`config.mk`:
```
export PLATFORM = sky130hd
export DESIGN_NAME = vga_timing_gen
export DESIGN_NICKNAME = d
export VERILOG_FILES = /design/src/rtl/vga_timing_pkg.sv /design/src/rtl/vga_timing_gen_sync_delay_line.sv /design/src/rtl/vga_timing_gen.sv
export SDC_FILE = /design/constraint.sdc
export NUM_CORES = 1
export LEC_CHECK = 0
export CAP_MARGIN = 25
export CELL_PAD_IN_SITES_DETAIL_PLACEMENT = 1
export CELL_PAD_IN_SITES_GLOBAL_PLACEMENT = 1
export CORE_MARGIN = 1
export CORE_UTILIZATION = 50
export CTS_BUF_LIST = sky130_fd_sc_hd__clkbuf_2 sky130_fd_sc_hd__clkbuf_4 sky130_fd_sc_hd__clkbuf_8
export CTS_CLUSTER_SIZE = 14
export DETAILED_ROUTE_END_ITERATION = 10
export DONT_BUFFER_PORTS = 1
export PLACE_DENSITY = 0.75
export RECOVER_POWER = 50
export REMOVE_ABC_BUFFERS = 1
export SYNTH_ARGS = -nofsm -noshare
export SYNTH_HDL_FRONTEND = slang
export SYNTH_HIERARCHICAL = 1
export SYNTH_SLANG_ARGS = --single-unit
```
`constraint.sdc`:
```
create_clock -name vga_clock -period 2.1 [get_ports vga_clock]
set_input_delay 0.42 -clock vga_clock [delete_from_list [all_inputs] [get_ports vga_clock]]
set_output_delay 0.42 -clock vga_clock [all_outputs]
set_load 0.02 [all_outputs]
```
`src/rtl/vga_timing_pkg.sv`:
```
`default_nettype none
// ============================================================================
// vga_timing_pkg : shared 640x480@60 timing constants, coordinate type, helper
// Rev 1.0
// ============================================================================
package vga_timing_pkg;

  localparam int unsigned COORD_W   = 10;

  localparam int unsigned H_DISPLAY = 640;
  localparam int unsigned H_FP      = 16;
  localparam int unsigned H_SYNC    = 96;
  localparam int unsigned H_BP      = 48;
  localparam int unsigned V_DISPLAY = 480;
  localparam int unsigned V_FP      = 10;
  localparam int unsigned V_SYNC    = 2;
  localparam int unsigned V_BP      = 33;

  localparam int unsigned H_TOTAL   = H_DISPLAY + H_FP + H_SYNC + H_BP;
  localparam int unsigned V_TOTAL   = V_DISPLAY + V_FP + V_SYNC + V_BP;
  localparam int unsigned HS_START  = H_DISPLAY + H_FP;
  localparam int unsigned HS_END    = HS_START + H_SYNC;
  localparam int unsigned VS_START  = V_DISPLAY + V_FP;
  localparam int unsigned VS_END    = VS_START + V_SYNC;

  typedef logic [COORD_W-1:0] coord_t;

  // Half-open window test [lo, hi) on a screen coordinate.
  function automatic logic in_window(input coord_t v, input coord_t lo, input coord_t hi);
    return (v >= lo) && (v < hi);
  endfunction

endpackage
`default_nettype wire

```
`src/rtl/vga_timing_gen_sync_delay_line.sv`:
```
`default_nettype none
// ============================================================================
// sync_delay_line : DEPTH-stage shift register with async reset to RESET_VAL
// Rev 1.0
// ============================================================================
module sync_delay_line #(
  parameter int unsigned          DEPTH     = 2,
  parameter int unsigned          WIDTH     = 4,
  parameter logic [WIDTH-1:0]     RESET_VAL = '0
) (
  input  logic             clk,
  input  logic             rst_n,
  input  logic [WIDTH-1:0] din,
  output logic [WIDTH-1:0] dout
);

  logic [DEPTH-1:0][WIDTH-1:0] stage_q;
  logic [DEPTH-1:0][WIDTH-1:0] stage_d;

  always_comb begin
    stage_d    = stage_q;
    stage_d[0] = din;
    for (int i = 1; i < int'(DEPTH); i++) begin
      stage_d[i] = stage_q[i-1];
    end
  end

  always_ff @(posedge clk or negedge rst_n) begin
    if (!rst_n) begin
      stage_q <= {DEPTH{RESET_VAL}};
    end else begin
      stage_q <= stage_d;
    end
  end

  assign dout = stage_q[DEPTH-1];

endmodule
`default_nettype wire

```
`src/rtl/vga_timing_gen.sv`:
```
`default_nettype none
// ============================================================================
// vga_timing_gen : pixel counters, sync/blank decode, latency-matched outputs
// Rev 1.0
// ============================================================================
module vga_timing_gen #(
  parameter int unsigned H_DISPLAY = vga_timing_pkg::H_DISPLAY,
  parameter int unsigned H_FP      = vga_timing_pkg::H_FP,
  parameter int unsigned H_SYNC    = vga_timing_pkg::H_SYNC,
  parameter int unsigned H_BP      = vga_timing_pkg::H_BP,
  parameter int unsigned V_DISPLAY = vga_timing_pkg::V_DISPLAY,
  parameter int unsigned V_FP      = vga_timing_pkg::V_FP,
  parameter int unsigned V_SYNC    = vga_timing_pkg::V_SYNC,
  parameter int unsigned V_BP      = vga_timing_pkg::V_BP,
  parameter logic        SYNC_POL  = 1'b0,
  parameter int unsigned PIPE_DLY  = 2
) (
  input  logic       vga_clock,
  input  logic       reset,
  output logic [9:0] pixel_column,
  output logic [9:0] pixel_row,
  output logic       horiz_sync,
  output logic       vert_sync,
  output logic       video_on,
  output logic       frame_start,
  output logic [7:0] frame_count
);

  import vga_timing_pkg::*;

  localparam int unsigned H_TOT = H_DISPLAY + H_FP + H_SYNC + H_BP;
  localparam int unsigned V_TOT = V_DISPLAY + V_FP + V_SYNC + V_BP;

  localparam coord_t COL_LAST = coord_t'(H_TOT - 1);
  localparam coord_t ROW_LAST = coord_t'(V_TOT - 1);
  localparam coord_t H_VIS    = coord_t'(H_DISPLAY);
  localparam coord_t V_VIS    = coord_t'(V_DISPLAY);
  localparam coord_t HS_LO    = coord_t'(H_DISPLAY + H_FP);
  localparam coord_t HS_HI    = coord_t'(H_DISPLAY + H_FP + H_SYNC);
  localparam coord_t VS_LO    = coord_t'(V_DISPLAY + V_FP);
  localparam coord_t VS_HI    = coord_t'(V_DISPLAY + V_FP + V_SYNC);

  // Raw-decode bit order through the delay line.
  localparam logic [3:0] LINE_RESET = {~SYNC_POL, ~SYNC_POL, 1'b0, 1'b0};

  if (H_TOT > 1023 || V_TOT > 1023) begin : g_total_check
    $error("vga_timing_gen: H_TOT=%0d / V_TOT=%0d exceed the 10-bit counters", H_TOT, V_TOT);
  end

  if (PIPE_DLY < 1 || PIPE_DLY > 7) begin : g_dly_check
    $error("vga_timing_gen: PIPE_DLY=%0d outside 1..7", PIPE_DLY);
  end

  coord_t     col_q, col_d;
  coord_t     row_q, row_d;
  logic [7:0] frame_count_q, frame_count_d;

  logic       h_wrap;
  logic       v_wrap;
  logic       hs_on, vs_on;
  logic [3:0] raw;
  logic [3:0] line_out;

  always_comb begin
    h_wrap        = (col_q == COL_LAST);
    v_wrap        = (row_q == ROW_LAST);
    col_d         = h_wrap ? '0 : col_q + 10'd1;
    row_d         = row_q;
    frame_count_d = frame_count_q;
    // Row advances only on the line wrap; a frame completes on the joint wrap.
    if (h_wrap) begin
      row_d = v_wrap ? '0 : row_q + 10'd1;
      if (v_wrap) begin
        frame_count_d = frame_count_q + 8'd1;
      end
    end
  end

  always_ff @(posedge vga_clock or negedge reset) begin
    if (!reset) begin
      col_q         <= '0;
      row_q         <= '0;
      frame_count_q <= '0;
    end else begin
      col_q         <= col_d;
      row_q         <= row_d;
      frame_count_q <= frame_count_d;
    end
  end

  always_comb begin
    hs_on  = in_window(col_q, HS_LO, HS_HI);
    vs_on  = in_window(row_q, VS_LO, VS_HI);
    raw[3] = hs_on ? SYNC_POL : ~SYNC_POL;
    raw[2] = vs_on ? SYNC_POL : ~SYNC_POL;
    raw[1] = in_window(col_q, '0, H_VIS) && in_window(row_q, '0, V_VIS);
    raw[0] = (col_q == '0) && (row_q == '0);
  end

  sync_delay_line #(
    .DEPTH     (PIPE_DLY),
    .WIDTH     (4),
    .RESET_VAL (LINE_RESET)
  ) u_sync_delay_line (
    .clk   (vga_clock),
    .rst_n (reset),
    .din   (raw),
    .dout  (line_out)
  );

  assign pixel_column = col_q;
  assign pixel_row    = row_q;
  assign frame_count  = frame_count_q;
  assign horiz_sync   = line_out[3];
  assign vert_sync    = line_out[2];
  assign video_on     = line_out[1];
  assign frame_start  = line_out[0];

endmodule
`default_nettype wire
```
==> run metrics <==
number of inserted filler cells in the final layout around 370; Final Wtd Congestion approximately 0.85; max frequency between 500 and 600 MHz; pin count of the biggest net entering global routing 37; Max H-tree Level 2; DRC errors left 0; type of the setup path with the least slack flip-flop to flip-flop; DR iter-0 viols 26; final period demand of the worst path 1.94 ns; P_leak roughly 0.00097 uW; drt total wl slightly above 4 mm; number of maximum-capacitance violations 0; EDFF count, synth 0; leading area contributor after synthesis sky130_fd_sc_hd__dfrtp_1; reg-to-reg slack, setup 0.16 ns; share of layout cells above drive strength 1 0.223; non-filler cells, final 225; clock tree from TritonCTS yes; average wire per cell in the routed design approximately 18 um; basic-gate share of the synthesized area counting and, or, nand and nor cells 0.252; adder-cell area share of the yosys netlist 0.0430; count of clock tree sinks 36; post-synthesis sequential area ratio 0.519; class of the tightest hold or removal check flip-flop to flip-flop; Mean Syn Cell Area ~11 um2; area taken by flip-flops and latches roughly 910 um2; overall via count from detail_route about 1,300; ratio of total power to cell area 545 mW/mm2; area growth from synthesis to layout 14.8%; area of combinational cells with multiple inputs about 790 um2; biggest area contributors in the synthesized netlist sky130_fd_sc_hd__dfrtp_1, sky130_fd_sc_hd__dfstp_2, sky130_fd_sc_hd__xor2_1; area share of the leading cell type in the synthesized netlist 0.458; number of clock buffers inserted by TritonCTS 5; grt ovf 0; category of the worst setup path launch point flip-flop; leading cell types in the layout, fill and taps excluded sky130_fd_sc_hd__dfrtp_1, sky130_fd_sc_hd__buf_4, sky130_fd_sc_hd__nand3_1; number of max-slew violations in the final report 0; per-cell via count in the routed design around 5.7; antenna violations before repair 0; Post-Route Setup TNS 0 ns; count of cell types in the netlist 41; met2 layer usage reported by global route 0.394; proportion of register bits with asynchronous set or reset after synthesis 1.00; post-synthesis instance area about 0.0017 mm2; total instance count after detailed placement approximately 220; total core area approximately 0.0033 mm2; arrival time at the worst endpoint 2.17 ns; XOR/XNOR share of the synthesized area 0.0903; Final Net Count about 190; Initial Utilization 0.523; Tcrit/Tclk final 0.926; height of the die roughly 60 um; warning count from the yosys run 6; final count of hold timing violations 0; Max Buffers Root-to-Sink 2; met1 layer usage reported by global route 0.319; M3 GR Usage 0.0567; overall track demand over capacity in global routing 0.249; proportion of synthesized area in mux cells 0.0122; cell at the root of the clock tree sky130_fd_sc_hd__clkbuf_4; IO Pins 34; kind of end point of the critical path flip-flop; largest family of logic cells by synthesized area simple AND/OR/NAND/NOR gates; CTS clock-pin slew for the worst setup and hold paths 0.10 ns; via count of the first global-routing pass 1,409; Setup-failing EPs final 0; result of the run completed; setup repair after global routing missed its margin false; commonest non-fill, non-tap cell in the layout sky130_fd_sc_hd__dfrtp_1; post-detailed-route count of antenna-violating nets 0; DPL Wire Length slightly above 3 mm; largest fanout on the critical path 9; total die area about 0.0037 mm2; Top FF cell, synth sky130_fd_sc_hd__dfrtp_1; Antenna Diode Count 0; post-synthesis cell count between 150 and 200; total iterations of the first detailed-routing run 3; Worst slew margin 0.431; Tightest Pin Transition roughly 0.85 ns; peak supply drop approximately 0.36 mV; die boundary width around 61 um; flop and latch count out of synthesis 36; clock tree skew after final layout around 0.018 ns; WP data required between 2 and 2.5 ns; total of buffers placed on input and output ports 0; standard-cell row count 21; Synth Area in Compound Gates 0.0501; insertion delay of the later-clocked pin in the worst-skew pair 0.35 ns; global-route wire length before repair around 6.7 mm; Most Crowded Layer GR met2; count of buffers added by post-CTS timing repair for setup 0
==> stage by stage <==
stage          instance area, um2   util  hold WS, ns  power (uW)  worst slack, ns
2_1_floorplan                1710      -        0.124         707            0.167
3_3_place_gp                 1930  0.577        0.125         707            0.216
3_5_place_dp                 1930  0.577        0.125         707            0.142
4_1_cts                      2020  0.604        0.365        1110           0.0943
5_1_grt                      2000  0.601        0.368        1130           0.0393
6_report                     2000  0.601        0.362        1090            0.155
==> repair_timing <==
item,CTS,global route
setup endpoints to repair,0,2
resized for setup,0,2
hold buffers,2,0
hold endpoints to repair,36,0
==> kinds of logic after synthesis <==
logic type	Yosys count
simple gates	66
fa+ha+maj	6
buf+inv	11
xor+xnor	18
mux	2
flops	36
compound gates	14
==> synth_stat cells, drive strengths merged, types with 2 or more instances <==
| library cell | instances |
|---|---|
| nand2 | 3 |
| and2 | 2 |
| inv | 6 |
| ha | 6 |
| and3 | 6 |
| xor2 | 11 |
| nor2b | 3 |
| nand4 | 10 |
| dfstp | 4 |
| xnor2 | 7 |
| o21ai | 6 |
| nor2 | 8 |
| nand3 | 14 |
| dfrtp | 32 |
| nor3 | 5 |
| and4 | 3 |
| nor4 | 6 |
| buf | 4 |
| nor4b | 2 |
==> layer usage <==
metal | up-vias | share of wire
li1 | 599 | -
met4 | 0 | 0.029
met3 | 13 | 0.049
met2 | 36 | 0.50
met1 | 641 | 0.43
met5 | - | 0
==> cell type report <==
class                      count  share of cell area
sequential                    36               0.452
multi-input combinational    106               0.395
timing repair buffer          23              0.0824
tap                           46              0.0287
clock buffer                   6              0.0256
inverter                       6              0.0112
clock inverter                 2             0.00499
==> critical path, cell delays in order (launching register included) <==
cell and delay (ns):
sky130_fd_sc_hd__dfrtp_1 0.37, sky130_fd_sc_hd__ha_1 0.22, sky130_fd_sc_hd__and3_1 0.33, sky130_fd_sc_hd__and3_1 0.36, sky130_fd_sc_hd__buf_4 0.22, sky130_fd_sc_hd__nand4_1 0.16, sky130_fd_sc_hd__xnor2_1 0.18
==> report_power, final <==
group,leakage (uW),switching [uW],total [uW],internal (uW)
Sequential,0.000464,0,693,693
Clock,0.0000380,226,385,159
Combinational,0.000467,12.7,14.5,1.83
==> worst paths after layout <==
path | cells past startpoint | from | endpoint
setup / recovery | 6 | pixel_column[1]$_DFF_PN0_ | pixel_row[7]$_DFFE_PN0N_
hold / removal | 0 | u_sync_delay_line/stage_d[7]$_DFF_PN1_ | u_sync_delay_line/dout[3]$_DFF_PN1_
setup reg to reg | 6 | pixel_column[1]$_DFF_PN0_ | pixel_row[7]$_DFFE_PN0N_
hold reg to reg | 0 | u_sync_delay_line/stage_d[7]$_DFF_PN1_ | u_sync_delay_line/dout[3]$_DFF_PN1_
max in group asynchronous | 2 | reset | pixel_column[0]$_DFF_PN0_
min in group asynchronous | 2 | reset | pixel_row[6]$_DFFE_PN0N_
==> registers in the layout, summed over array words and instances, names as in the netlist <==
name and cells:
u_sync_delay_line/dout 4, pixel_column 10, u_sync_delay_line/stage_d 4, pixel_row 10
frame_count 8
Note: power is estimated with default switching activity, not from simulation.
